### src/rtl/div_nxm_seq_pkg.sv
// Shared definitions for the sequential unsigned N/M restoring divider:
// FSM state encodings and the operand-width legality rule.
package div_nxm_seq_pkg;

  typedef enum logic [1:0] {
    IDLE = 2'd0,
    RUN  = 2'd1,
    DONE = 2'd2
  } state_t;

  // Legal operand widths, shared with the companion NxM multiplier.
  function automatic bit widths_ok(input int n, input int m);
    return (n >= 2) && (n <= 32) && (m >= 1) && (m <= n);
  endfunction

endpackage

### src/rtl/div_step.sv
// One restoring-division step: shift the next dividend bit into the partial
// remainder, trial-subtract the divisor, and shift the quotient bit into Q.
module div_step #(
  parameter int N = 8,
  parameter int M = 4
) (
  input  logic [M:0]   p,
  input  logic [N-1:0] q,
  input  logic [M-1:0] divisor,
  output logic [M:0]   p_next,
  output logic [N-1:0] q_next
);

  logic [M:0] trial;
  logic [M:0] dvs_ext;
  logic       fits;

  always_comb begin
    trial   = {p[M-1:0], q[N-1]};
    dvs_ext = {1'b0, divisor};
    // A carry held in P means the trial value already exceeds any M-bit divisor.
    fits    = p[M] || (trial >= dvs_ext);
    p_next  = fits ? (trial - dvs_ext) : trial;
    q_next  = {q[N-2:0], fits};
  end

endmodule

### src/rtl/div_nxm_seq.sv
// Iterative unsigned restoring divider, one quotient bit per clock, with a
// start/busy/done handshake and results held until the next accepted start.
module div_nxm_seq
  import div_nxm_seq_pkg::*;
#(
  parameter int N = 8,
  parameter int M = 4
) (
  input  logic         clk,
  input  logic         rst,
  input  logic         start,
  input  logic [N-1:0] dividend,
  input  logic [M-1:0] divisor,
  output logic         busy,
  output logic         done,
  output logic [N-1:0] quotient,
  output logic [M-1:0] remainder,
  output logic         dbz
);

  localparam int            CW       = $clog2(N);
  localparam logic [CW-1:0] CNT_LAST = CW'(N - 1);

  if (!widths_ok(N, M)) begin : g_bad_widths
    $error("div_nxm_seq: illegal widths N=%0d M=%0d (need 2<=N<=32, 1<=M<=N)", N, M);
  end

  state_t        state_q, state_d;
  logic [M:0]    p_q, p_nxt;
  logic [N-1:0]  q_q, q_nxt;
  logic [M-1:0]  dvs_q;
  logic [CW-1:0] cnt_q;
  logic          div_zero;
  logic          last_step;

  assign div_zero  = (divisor == '0);
  assign last_step = (cnt_q == '0);

  div_step #(
    .N (N),
    .M (M)
  ) u_step (
    .p       (p_q),
    .q       (q_q),
    .divisor (dvs_q),
    .p_next  (p_nxt),
    .q_next  (q_nxt)
  );

  always_comb begin
    // NOTE: default first so every path assigns state_d and no latch is inferred.
    state_d = state_q;
    case (state_q)
      IDLE:    if (start) state_d = div_zero ? DONE : RUN;
      RUN:     if (last_step) state_d = DONE;
      DONE:    state_d = IDLE;
      default: state_d = IDLE;
    endcase
  end

  always_ff @(posedge clk) begin
    // NOTE: sequential state uses non-blocking assignments so every register
    // updates from pre-edge values regardless of statement order.
    if (rst) state_q <= IDLE;
    else     state_q <= state_d;
  end

  // Working registers and result registers; results load on the edge that
  // enters DONE so they are already valid while done is high.
  always_ff @(posedge clk) begin
    if (rst) begin
      p_q       <= '0;
      q_q       <= '0;
      dvs_q     <= '0;
      cnt_q     <= '0;
      quotient  <= '0;
      remainder <= '0;
      dbz       <= 1'b0;
    end else begin
      case (state_q)
        IDLE: begin
          if (start) begin
            if (!div_zero) begin
              p_q   <= '0;
              q_q   <= dividend;
              dvs_q <= divisor;
              cnt_q <= CNT_LAST;
            end else begin
              quotient  <= '1;
              remainder <= dividend[M-1:0];
              dbz       <= 1'b1;
            end
          end
        end
        RUN: begin
          p_q <= p_nxt;
          q_q <= q_nxt;
          if (last_step) begin
            quotient  <= q_nxt;
            remainder <= p_nxt[M-1:0];
            dbz       <= 1'b0;
          end else begin
            cnt_q <= cnt_q - CW'(1);
          end
        end
        default: ;
      endcase
    end
  end

  assign busy = (state_q != IDLE);
  assign done = (state_q == DONE);

endmodule

### config.mk
export PLATFORM = sky130hd
export DESIGN_NAME = div_nxm_seq
export DESIGN_NICKNAME = d
export VERILOG_FILES = /design/src/rtl/div_nxm_seq_pkg.sv /design/src/rtl/div_step.sv /design/src/rtl/div_nxm_seq.sv
export SDC_FILE = /design/constraint.sdc
export NUM_CORES = 1
export LEC_CHECK = 0
export ABC_AREA = 1
export CAP_MARGIN = 15
export CORE_ASPECT_RATIO = 1.75
export CORE_MARGIN = 8
export CORE_UTILIZATION = 50
export DETAILED_ROUTE_END_ITERATION = 10
export GPL_TIMING_DRIVEN = 0
export PLACE_DENSITY = 0.75
export SETUP_SLACK_MARGIN = 0.3
export SYNTH_ARGS = -nofsm -noshare
export SYNTH_HDL_FRONTEND = slang
export SYNTH_HIERARCHICAL = 1
export SYNTH_SLANG_ARGS = --single-unit
### constraint.sdc
create_clock -name clk -period 2.3 [get_ports clk]
set_input_delay 0.46 -clock clk [delete_from_list [all_inputs] [get_ports clk]]
set_output_delay 0.46 -clock clk [all_outputs]
set_load 0.01 [all_outputs]
# == After elaboration in Yosys (flattened, before gate mapping) ==
# Index checks and enable logic that the tools add are counted.
# classes
addsub,2
multipliers,0
div_mod_pow,0
order_cmp,1
n_eq_ne,7
shift,0
muxes,27
n_bitwise,1
n_reduce_logical,11
# op_table
cell,count
8-bit two-way mux,5
8-bit one-hot mux with 2 select lines,2
5-bit two-way mux,3
4-bit two-way mux,3
"2-bit != test, second input constant",5
5-bit one-hot mux with 2 select lines,1
3-bit two-way mux,3
4-bit one-hot mux with 2 select lines,1
4-bit AND reduction,2
2-bit two-way mux,3
3-bit one-hot mux with 2 select lines,1
3-bit AND reduction,2
5-bit by 4-bit greater-or-equal comparator with 1-bit output,1
5-bit by 4-bit subtractor with 5-bit output,1
4-bit zero test,1
2-bit one-hot mux with 2 select lines,1
2-bit nonzero test,2
3-bit zero test,1
1-bit two-way mux,3
"3-bit by 1-bit subtractor with 3-bit output, second input constant",1
"2-bit by 1-bit == test with 1-bit output, second input constant",1
"2-bit == test, second input constant",1
2-bit zero test,1
1-bit one-hot mux with 2 select lines,1
3 further kinds,3
# totals
ff_bits,35
latchBits,0
ramBits,0
rom_bits,0
out_inout_bits,15
wordCells,57
n_memories,0

# == Depth between registers and ports, before layout ==
# Gate-level depths: netlist (run 1).
# depth
depth_word,5
ltp_mapped,13

# == Cells and area by module ==
# The synthesis (run 1) kept the hierarchy.
# modules_own_cells
module,n_inst,cells_each,area_each_um2,seq_area_each_um2
div_nxm_seq,1,209,1554.0,700.7
div_step,1,57,354.1,0.0

# == Worst setup path before layout (run 1) ==
# OpenSTA, ideal clock, no wires.
# synth_timing
path_type,reg2reg
start,reg dvs_q[2]
end,reg q_q[0]
t_arrival_ns,1.509
required_ns,2.184
path_slack_ns,0.675
stages_incl_launch_ff,12
path_cell_list,dfxtp_1 > inv_1 > ha_1 > a21oi_1 > nand2_1 > nand2_4 > nand2_4 > buf_4 > nand2_1 > nand2_1 > o21ai_0 > nor2_1
# synth_via
elab_chain_len,3
# synth_lines
item,line_no,text
"start, declared",div_nxm_seq.sv:31,logic [M-1:0] dvs_q;
"start signal, assigned",div_nxm_seq.sv:86,dvs_q <= divisor;
5-bit by 4-bit greater-or-equal comparator with 1-bit output,div_step.sv:22,fits = p[M] || (trial >= dvs_ext);
1-bit logical OR,div_step.sv:22,
net u_step.fits,div_step.sv:16,logic fits;
8-bit one-hot mux with 2 select lines,div_nxm_seq.sv:80,case (state_q)
"end signal, assigned",div_nxm_seq.sv:85,q_q <= dividend;
"end signal, assigned",div_nxm_seq.sv:97,q_q <= q_nxt;
"end, declared",div_nxm_seq.sv:30,"logic [N-1:0] q_q, q_nxt;"
# The timed path passes the listed nets, and every way through them passes these cells.
# A chain may end at the register's enable or synchronous reset.

# == Final worst setup path (run 1) ==
# layout_timing
start,reg state_q[0]
end,out busy
# layout_via
elab_chain_len,1
# layout_lines
item,line_no,text
"start, declared",div_nxm_seq.sv:28,"state_t state_q, state_d;"
"start signal, assigned",div_nxm_seq.sv:65,else state_q <= state_d;
2-bit nonzero test,div_nxm_seq.sv:111,assign busy = (state_q != IDLE);
"end, declared",div_nxm_seq.sv:14,"output logic busy,"
# Every way passes these cells.

==> results.txt, run 1 <==
----------------------------------------------------
[Run status]
  Outcome ... complete, no violations

[Synth]
  List of most frequent post-synthesis cells ... nand2_1 (68), dfxtp_1 (35), inv_1 (32), nor2_1 (30), a21oi_1 (18)
  FF+latch count, synth ... 35
  Avg Inst Size Synth ... 7.17 um^2
  Synthesized netlist net count ... 288
  Biggest area contributors in the synthesized netlist ... dfxtp_1 (37%), nand2_1 (13%), inv_1 (6.3%), nor2_1 (5.9%), a21oi_1 (4.7%)
  Mapped Area ... 1910 um^2
  Unique masters post-synth ... 26
  Count of warnings emitted by yosys ... 6
  Mapped Cells ... 266
  Fraction of the yosys area taken by sequential cells ... 0.367
  Fraction of synthesized cell area taken by the top area cell type ... 0.367
  Cell taking the most area after synthesis ... dfxtp_1
  Post-synth EDFFs ... 0
  Async set-or-reset flop fraction in the synthesized netlist ... 0
  Most frequent cell after synthesis ... nand2_1
  Flip-flop cell with the highest count after synthesis ... dfxtp_1

[Pwr]
  Portion of total power attributed to combinational logic ... 0.351
  Clk network pwr share ... 0.240
  Switching power summed over all nets ... 0.615 mW
  Sequential share of power ... 0.409
  Cell Int Power ... 1.18 mW
  Cell area power density ... 765 nW/um^2
  Leakage power ... approximately 1.1 nW
  Maximum vdd ir drop ... 0.631 mV
  Switch share ... 0.343

[Finish]
  Final nets ... 324
  Multi-input logic area ... 971 um^2
  Fill cell instance count of the final layout ... 341
  Storage cell area ... ~700 um^2
  Number of diodes added for antenna fixing ... 0
  Synthesis-to-finish area growth ... 22.7%
  Fraction of layout instances using a drive strength above 1 ... 0.132

[Clocking]
  Max Buffers Root-to-Sink ... 2
  Count of H-tree levels built during CTS ... 2
  TritonCTS Sinks ... 35
  Number of buffers inserted during clock tree synthesis ... 5
  Clock slew at reported path FFs ... 70 ps
  Clock tree from TritonCTS ... yes
  Clock latency of the later-clocked register in the worst-skew pair ... about 280 ps
  Clk root buf ... clkbuf_8

[Worst setup path]
  CP max stage cell ... clkdlybuf4s50_1
  Arr. time, crit path ... 1480 ps
  Max FO, Critical Path ... 8
  Endpoint class of the critical path ... primary output
  Cell-by-cell listing of the critical path ... nor2_4, inv_1, clkdlybuf4s50_1
  Critical path's largest stage delay ... 530 ps
  Critical path launch point type ... register
  Required time of the worst setup path ... 1840 ps
  Critical setup path kind ... register to primary output

[GRT]
  Overall fraction of global-route tracks in use ... 0.149
  GRT Residual Overflow ... 0
  Largest net degree at the start of global routing ... 11
  Wire length of the first global-routing pass ... 7.59 mm
  Antenna violations before repair ... 0
  Vias in the first global route ... between 1,500 and 2,000

[Timing]
  Hold Fails Final Rpt ... 0
  Pins Over Slew Limit ... 0
  Fraction of the cycle the final worst path needs ... 0.843
  Time the worst path needs with I/O delays and setup ... between 1500 and 2000 ps
  RSZ-0062 raised after global routing ... false
  Transition time at the pin with the least slew margin ... 453 ps
  Rel. slew slack ... 0.698
  Slack of the critical path ... 362 ps
  Number of setup violations in the final report ... 0
  Worst clock skew on the final layout ... 3.88 ps
  Total Neg Setup Slack ... 0 ps
  Max frequency ... 516 MHz

[Drt]
  Total wire length after detailed routing ... 4.30 mm
  Remaining antenna violation count ... 0
  DRC violations left ... 0
  Overall via count from detail_route ... 1,692
  Post-detailed-route via-to-cell ratio ... 4.85
  Number of DRC markers in iteration 0 ... 36
  Post-detailed-route wirelength per cell ... roughly 12 um
  First drt pass iteration count ... 4

[Placement]
  Port bufs ... 29
  Minimum setup slack after placement ... 413 ps
  Half-perimeter wire length after detailed placement ... 3.34 mm
  Routability cong. ... 0.835

[Job]
  Count of max-cap constraint violations ... 0

[Floorplanning]
  Initial Utilization ... 0.526
  Die H ... 97.7 um
  Die area ... 6130 um^2
  Number of standard-cell rows in the floorplan ... 29
  Area of the core ... 3630 um^2
  Top-Level Pins ... 30
  Die Wd ... 62.7 um

[Worst hold path]
  Hold crit path type ... register to register

----------------------------------------------------
==> cell families after synthesis <==
family / share of synthesized area
simple gates: 0.330
buf+inv: 0.124
compound gates: 0.119
flops: 0.367
fa+ha+maj: 0.0498
xor+xnor: 0.00918
==> final cells by class <==
cell class | instances | area share
Buffer | 14 | 0.0465
Clock buffer | 7 | 0.0326
Clock inverter | 1 | 0.00214
Inverter | 34 | 0.0545
Multi-Input combinational cell | 183 | 0.415
Sequential cell | 35 | 0.301
Tap cell | 46 | 0.0246
Timing Repair Buffer | 29 | 0.124
==> power groups by stage <==
stage / combinational [mW] / clock [mW] / sequential [mW]
after global routing: 0.713 / 0.459 / 0.742
after floorplan: 0.433 / 0 / 0.754
after detailed placement: 0.632 / 0 / 0.746
after CTS: 0.635 / 0.439 / 0.733
after global placement: 0.624 / 0 / 0.744
final: 0.630 / 0.429 / 0.732
==> metal layers <==
metal,vias up,global-route usage,routed length (um)
li1,901,-,-
met1,752,0.140,1750
met5,-,0,0
met2,33,0.280,2290
met3,6,0.0427,186
met4,0,0.0760,74
==> cell usage in the layout (no fill, tap or decap), types with 2 or more instances in the layout <==
| master | netlist | layout |
|---|---|---|
| nand3_1 | 11 | 11 |
| xnor2_1 | 2 | 2 |
| nand2_1 | 68 | 68 |
| nor2_4 | 4 | 4 |
| clkbuf_1 | 3 | 5 |
| o21ai_0 | 17 | 17 |
| buf_6 | 2 | 2 |
| nand4_1 | 4 | 4 |
| o21ai_1 | 2 | 2 |
| a21oi_1 | 18 | 18 |
| a21oi_2 | 4 | 4 |
| nand3b_1 | 3 | 3 |
| buf_4 | 8 | 8 |
| nand2_4 | 3 | 3 |
| nor2_1 | 30 | 30 |
| nand2_2 | 5 | 5 |
| ha_1 | 6 | 6 |
| dfxtp_1 | 35 | 34 |
| clkdlybuf4s50_1 | 0 | 29 |
| inv_1 | 32 | 32 |
| inv_2 | 2 | 2 |
| nor2_2 | 2 | 2 |
| clkbuf_8 | 0 | 5 |
==> state kept, by name, indices dropped and copies added, names as in the netlist <==
signal / flops
q_q: 8
state_q: 2
p_q: 5
remainder: 4
quotient: 8
dbz: 1
cnt_q: 3
dvs_q: 4
==> stage by stage <==
stage               total power [mW]  std cells  instance area, um^2  hold slack [ps]   util
finish                          1.79        349                 2340              452  0.645
global route                    1.91        349                 2340              473  0.645
CTS                             1.81        349                 2340              454  0.644
detailed placement              1.38        341                 2260              444  0.622
global placement                1.37        341                 2260              435  0.622
floorplan                       1.19        266                 1910              433      -
==> worst max-delay path: cells and delay by family (launching register included) <==
kind          cells  cell delay [ps]
flops             1              490
buf+inv           2              590
simple gates      1              110
==> path summary, 6_finish.rpt <==
check	start	end	slack, ps	cells after the start
setup / recovery	state_q[0]	busy	360	3
hold reg to reg	quotient[1]	quotient[1]	450	2
hold / removal	quotient[1]	quotient[1]	450	2
setup reg to reg	dvs_q[2]	remainder[1]	470	12
==> repair_timing <==
item	4_1_cts	5_1_grt
resized for setup	1	1
setup buffers	0	0
endpoints found under the setup margin	2	1
hold buffers	0	0
Note: power is estimated with default switching activity, not from simulation.
==> run 2: changes to the inputs <==
Clock period 2.3 ns to 2.03 ns, I/O delays scaled along.
==> run 2 against run 1 <==
Sequential share of layout area fell by 0.99 points. Setup slack better by 31 ps. Wire length is 7.9% higher. Via count rose by 3.5%. Global-route usage is 0.70 points higher. Non-clock buffer count rose by 6. Clock-buffer cell count unchanged. Clock power grew 15%. Register-to-register slack worse by 80 ps. Utilization rose by 3.4 points. Critical path depth rose by 7.
==> results.txt, run 2 (synthesis gave the netlist of run 1 again) <==
----------------------------------------------------
[Drt]
  DRC violations left ... 0
  Remaining antenna violation count ... 0
  Number of DRC markers in iteration 0 ... 33
  Post-detailed-route via-to-cell ratio ... 4.94
  Post-detailed-route wirelength per cell ... between 10 and 15 um
  Total wire length after detailed routing ... 4.64 mm
  First drt pass iteration count ... 4
  Overall via count from detail_route ... 1,752

[Timing]
  RSZ-0062 raised after global routing ... true
  Fraction of the cycle the final worst path needs ... 0.807
  Hold Fails Final Rpt ... 0
  Rel. slew slack ... 0.681
  Total Neg Setup Slack ... 0 ps
  Transition time at the pin with the least slew margin ... about 480 ps
  Worst hold slack after final layout ... 453 ps
  Pins Over Slew Limit ... 0
  Time the worst path needs with I/O delays and setup ... between 1500 and 2000 ps
  Max frequency ... 611 MHz
  Worst clock skew on the final layout ... 6.52 ps
  Number of setup violations in the final report ... 0
  Slack of the critical path ... 392 ps

[Worst setup path]
  Worst flop-to-flop path endpoint ... remainder[1]
  Required time of the worst setup path ... 2210 ps
  WP depth ... 10
  Critical setup path kind ... register to register
  CP max stage cell ... fa_2
  Critical path's largest stage delay ... 510 ps
  Critical path launch point type ... register
  Launch point of the critical path ... q_q[7]
  Cell-by-cell listing of the critical path ... inv_2, ha_4, fa_2, inv_1, nand2_1, nand2_1, nand2_2, nand2_1, nor2_1, nor2_1
  Arr. time, crit path ... ~1800 ps
  Critical path endpoint ... remainder[1]
  Endpoint class of the critical path ... register
  Family of cells with the greatest summed delay on the critical path ... adder cells
  R2R depth ... 10
  Most frequent cell on the critical path ... nand2_1
  Buffers & Inverters on Critical Path ... 2
  Max FO, Critical Path ... 3
  Setup slack, reg-to-reg ... 390 ps
  Critical register-to-register path startpoint ... q_q[7]

[Floorplanning]
  Number of standard-cell rows in the floorplan ... 29
  Die area ... 6130 um^2
  Die H ... 97.7 um
  Area of the core ... between 3000 and 4000 um^2
  Die Wd ... 62.7 um
  Initial Utilization ... 0.526
  Top-Level Pins ... 30

[Finish]
  Utilization after layout ... 0.679
  Fraction of layout instances using a drive strength above 1 ... 0.204
  Leading cell type in the layout, fill and taps excluded ... nand2_1
  Final nets ... 330
  Multi-input logic area ... 1030 um^2
  Total non-filler cell area in the finished layout ... 2460 um^2
  Biggest regs ... q_q: 8 flops, quotient: 8 flops, p_q: 5 flops
  Top library cells by usage in the layout, fill and taps aside ... nand2_1 (65), inv_1 (30), nor2_1 (30)
  Storage cell area ... 717 um^2
  Synthesis-to-finish area growth ... 29.1%
  Fill cell instance count of the final layout ... 320
  Final Instance Count excl. Fillers ... 355
  Number of diodes added for antenna fixing ... 0

[GRT]
  Wire length of the first global-routing pass ... 7.92 mm
  Global Route met2 Usage ... 0.288
  Grt met3 use ... 0.0439
  Largest net degree at the start of global routing ... 11
  GRT Residual Overflow ... 0
  Antenna violations before repair ... 0
  GRT met1 Usage ... 0.151
  Overall fraction of global-route tracks in use ... 0.156
  Vias in the first global route ... 1,798
  GR peak layer ... met2

[Placement]
  Port bufs ... 29
  Placed cells ... 341
  Minimum setup slack after placement ... 197 ps
  Total placed instance area ... between 2000 and 2500 um^2
  Half-perimeter wire length after detailed placement ... 3.34 mm
  Routability cong. ... 0.835

[Pwr]
  Maximum vdd ir drop ... 0.726 mV
  Cell area power density ... around 850 nW/um^2
  Final Total Pwr ... 2.11 mW
  Leakage power ... roughly 1.1 nW

[Clocking]
  Number of buffers inserted during clock tree synthesis ... 5
  Clock slew at reported path FFs ... 70 ps
  Clk root buf ... clkbuf_8
  Max Buffers Root-to-Sink ... 2
  Clock latency of the later-clocked register in the worst-skew pair ... 290 ps
  Count of hold buffers inserted by post-cts repair ... 0
  TritonCTS Sinks ... 35
  Clock tree from TritonCTS ... yes
  Count of H-tree levels built during CTS ... 2

[Run status]
  Outcome ... complete, no violations

[Worst hold path]
  Instance count along the most critical hold path ... 2
  Hold crit path type ... register to register

[Job]
  Count of max-cap constraint violations ... 0

----------------------------------------------------
==> run 2: cell type report <==
type / instances / area share
Tap cell: 46 / 0.0234
Sequential cell: 35 / 0.291
Multi-Input combinational cell: 183 / 0.420
Inverter: 34 / 0.0518
Timing Repair Buffer: 35 / 0.137
Buffer: 14 / 0.0442
Clock buffer: 7 / 0.0310
Clock inverter: 1 / 0.00203
==> run 2: worst min-delay path by stage <==
stage,startpoint,to,slack (ps)
floorplan,cnt_q[0],cnt_q[0],430
global placement,quotient[4],quotient[4],430
detailed placement,quotient[3],quotient[3],440
CTS,quotient[3],quotient[3],450
global route,quotient[3],quotient[3],470
finish,quotient[1],quotient[1],450
==> run 2: tightest hold or removal path, delay by kind of cell, from the launching register on <==
| family | cells | cell delay [ps] |
|---|---|---|
| buffers and inverters | 1 | 40 |
| DFF | 1 | 310 |
| AOI/OAI and AO/OA | 1 | 50 |
==> run 2: timing repair <==
action / in CTS / in global routing
gates resized for setup: 13 / 13
cloned: 0 / 0
pin swaps: 2 / 9
endpoints found under the hold margin: 0 / 0
setup endpoints to repair: 9 / 9
buffers inserted: 4 / 2
==> run 2: report_power, final <==
| part | switching (mW) | internal, mW | total, mW |
|---|---|---|---|
| clock network | 0.253 | 0.241 | 0.494 |
| logic | 0.424 | 0.357 | 0.781 |
| registers | 0.0550 | 0.776 | 0.831 |
==> run 2: metal layers <==
metal	up-vias	share of wire
met1	791	0.40
met2	38	0.53
met3	12	0.041
li1	911	-
met5	-	0
met4	0	0.023
==> run 3: changes to the inputs <==
Clock period 2.03 ns to 1.6 ns, I/O delays scaled along.
==> run 3 against run 2 <==
The run now ends with negative setup slack left. Global-route usage up 1.5 points. Clock-buffer cell count unchanged. Sequential power up 29%. Non-clock buffer count up 16. First-iteration DRC count up 45%. Setup slack worse by 420 ps. Utilization up 11 points. Total power up 46%. Register-to-register slack worse by 420 ps. Die area unchanged. Critical path depth up 1. Critical path type unchanged. Largest cell class unchanged.
==> results.txt, run 3 (synthesis gave the netlist of run 1 again) <==
----------------------------------------------------
[Worst setup path]
  Setup slack, reg-to-reg ... -30 ps
  Required time of the worst setup path ... 1820 ps
  Max FO, Critical Path ... 3
  R2R depth ... 11
  Endpoint class of the critical path ... register
  Critical path launch point type ... register
  Critical register-to-register path startpoint ... q_q[7]
  Worst flop-to-flop path endpoint ... p_q[4]
  Arr. time, crit path ... between 1500 and 2000 ps
  Critical setup path kind ... register to register

[Pwr]
  Switching power summed over all nets ... 1.10 mW
  Sequential share of power ... 0.347
  Clk network pwr share ... 0.239
  Switch share ... 0.357
  Cell area power density ... 1080 nW/um^2
  Final Total Pwr ... 3.07 mW
  Cell Int Power ... between 1.5 and 2 mW
  Portion of total power attributed to combinational logic ... 0.414
  Maximum vdd ir drop ... 0.682 mV
  Leakage power ... 1.29 nW

[Timing]
  Rel. slew slack ... 0.816
  Pins Over Slew Limit ... 0
  Max frequency ... between 600 and 700 MHz
  Time the worst path needs with I/O delays and setup ... roughly 1600 ps
  RSZ-0062 raised after global routing ... true
  Transition time at the pin with the least slew margin ... 276 ps
  Slack of the critical path ... -26.8 ps
  Worst clock skew on the final layout ... roughly 6.6 ps
  Fraction of the cycle the final worst path needs ... 1.02
  Hold Fails Final Rpt ... 0
  Number of setup violations in the final report ... 2

[Placement]
  Routability cong. ... 0.841
  Half-perimeter wire length after detailed placement ... 3.50 mm
  Port bufs ... 29

[Clocking]
  Clock slew at reported path FFs ... 70 ps
  Clk root buf ... clkbuf_8
  Clock tree from TritonCTS ... yes
  Count of H-tree levels built during CTS ... 2
  TritonCTS Sinks ... 35
  Count of hold buffers inserted by post-cts repair ... 0
  Clock latency of the later-clocked register in the worst-skew pair ... 290 ps
  Number of buffers inserted during clock tree synthesis ... 5
  Max Buffers Root-to-Sink ... 2

[GRT]
  Wire length of the first global-routing pass ... 8.56 mm
  Overall fraction of global-route tracks in use ... 0.171
  Largest net degree at the start of global routing ... 12
  Antenna violations before repair ... 0
  Vias in the first global route ... about 1,900
  GRT Residual Overflow ... 0

[Drt]
  Remaining antenna violation count ... 0
  Post-detailed-route wirelength per cell ... 14.8 um
  DRC violations left ... 0
  Number of DRC markers in iteration 0 ... 48
  First drt pass iteration count ... 4
  Post-detailed-route via-to-cell ratio ... 5.12
  Overall via count from detail_route ... 1,899
  Total wire length after detailed routing ... 5.48 mm

[Worst hold path]
  Hold path start ... quotient[6]
  Hold-critical path endpoint ... quotient[6]
  Hold crit path type ... register to register
  Instance count along the most critical hold path ... 2

[Finish]
  Final nets ... 346
  Utilization after layout ... 0.785
  Fraction of layout instances using a drive strength above 1 ... 0.422
  Biggest regs ... q_q: 8 flops, quotient: 8 flops, p_q: 5 flops
  Synthesis-to-finish area growth ... 49.2%
  Number of diodes added for antenna fixing ... 0
  Top library cells by usage in the layout, fill and taps aside ... nand2_1 (50), dfxtp_1 (25), inv_1 (24)
  Fill cell instance count of the final layout ... 246
  Leading cell type in the layout, fill and taps excluded ... nand2_1

[Floorplanning]
  Number of standard-cell rows in the floorplan ... 29
  Area of the core ... ~3600 um^2
  Die Wd ... roughly 63 um
  Die area ... 6130 um^2
  Initial Utilization ... 0.526
  Top-Level Pins ... 30
  Die H ... approximately 98 um

[Job]
  Count of max-cap constraint violations ... 0

[Run status]
  Violated checks ... negative setup slack
  Outcome ... finished with violations

----------------------------------------------------
run 3: cell types whose count changed in the layout (fill, tap and decap cells not counted), moves of 6 or more:
cell             delta
a21oi_1             -7
a21oi_2             +6
buf_6              +11
clkdlybuf4s50_1    -18
dlygate4sd2_1      +16
inv_1               -6
nand2_1            -15
nand2_2            +12
nor2_1              -9
nor2_2              +8
o21ai_0            -10
run 3: through the flow:
stage / area [um^2] / hold WS [ps] / TNS (ps) / worst slack (ps) / cells
floorplan: 1980 / 382 / 0 / 138 / 266
global placement: 2330 / 434 / -2470 / -136 / 341
global route: 2850 / 475 / -495 / -141 / 371
finish: 2850 / 459 / -39.7 / -26.8 / 371
detailed placement: 2330 / 449 / -3110 / -163 / 341
CTS: 2670 / 455 / 0 / 8.16 / 365
run 3: worst max path at each step:
stage,depth (start not counted),from,endpoint
after floorplan,10,q_q[7],p_q[4]
after global placement,8,divisor[1],remainder[2]
after detailed placement,5,rst,quotient[5]
after CTS,10,q_q[7],remainder[1]
after global routing,11,q_q[7],p_q[4]
final,11,q_q[7],p_q[4]
run 3: metal layers:
| layer | vias to the layer above | global-route usage | share of wire |
|---|---|---|---|
| met5 | - | 0 | 0 |
| met4 | 0 | 0.0901 | 0.030 |
| met3 | 15 | 0.0393 | 0.044 |
| met2 | 49 | 0.335 | 0.57 |
| met1 | 889 | 0.155 | 0.36 |
| li1 | 946 | - | - |
run 3: repair_timing:
action,4_1_cts,5_1_grt
setup buffers,14,6
gates resized for setup,61,55
endpoints found under the setup margin,48,32
pin swaps,21,44
cloned,2,0
run 3: power groups by stage:
stage	sequential (mW)	clock [mW]	combinational (mW)
2_1_floorplan	1.09	0	0.657
3_3_place_gp	1.08	0	0.938
3_5_place_dp	1.08	0	0.955
4_1_cts	1.05	0.734	1.11
5_1_grt	1.08	0.762	1.38
6_report	1.07	0.733	1.27
run 3: area by class of cell:
class	instances	area [um^2]	area share
Buffer	14	116	0.0409
Multi-Input combinational cell	183	1220	0.428
Timing Repair Buffer	51	494	0.174
Inverter	34	136	0.0479
Clock inverter	1	7.51	0.00264
Sequential cell	35	721	0.253
Clock buffer	7	96.3	0.0338
Tap cell	46	57.6	0.0202
run 3: worst max-delay path, cell delays in order (launching register included):
cell and delay, ps:
dfxtp_2 360, inv_2 50, ha_4 160, fa_2 350, nand3b_1 190, nand2_1 90, nand2_1 60, nand2_1 60
nand2_1 40, inv_1 40, nand2_1 50, a21oi_1 110
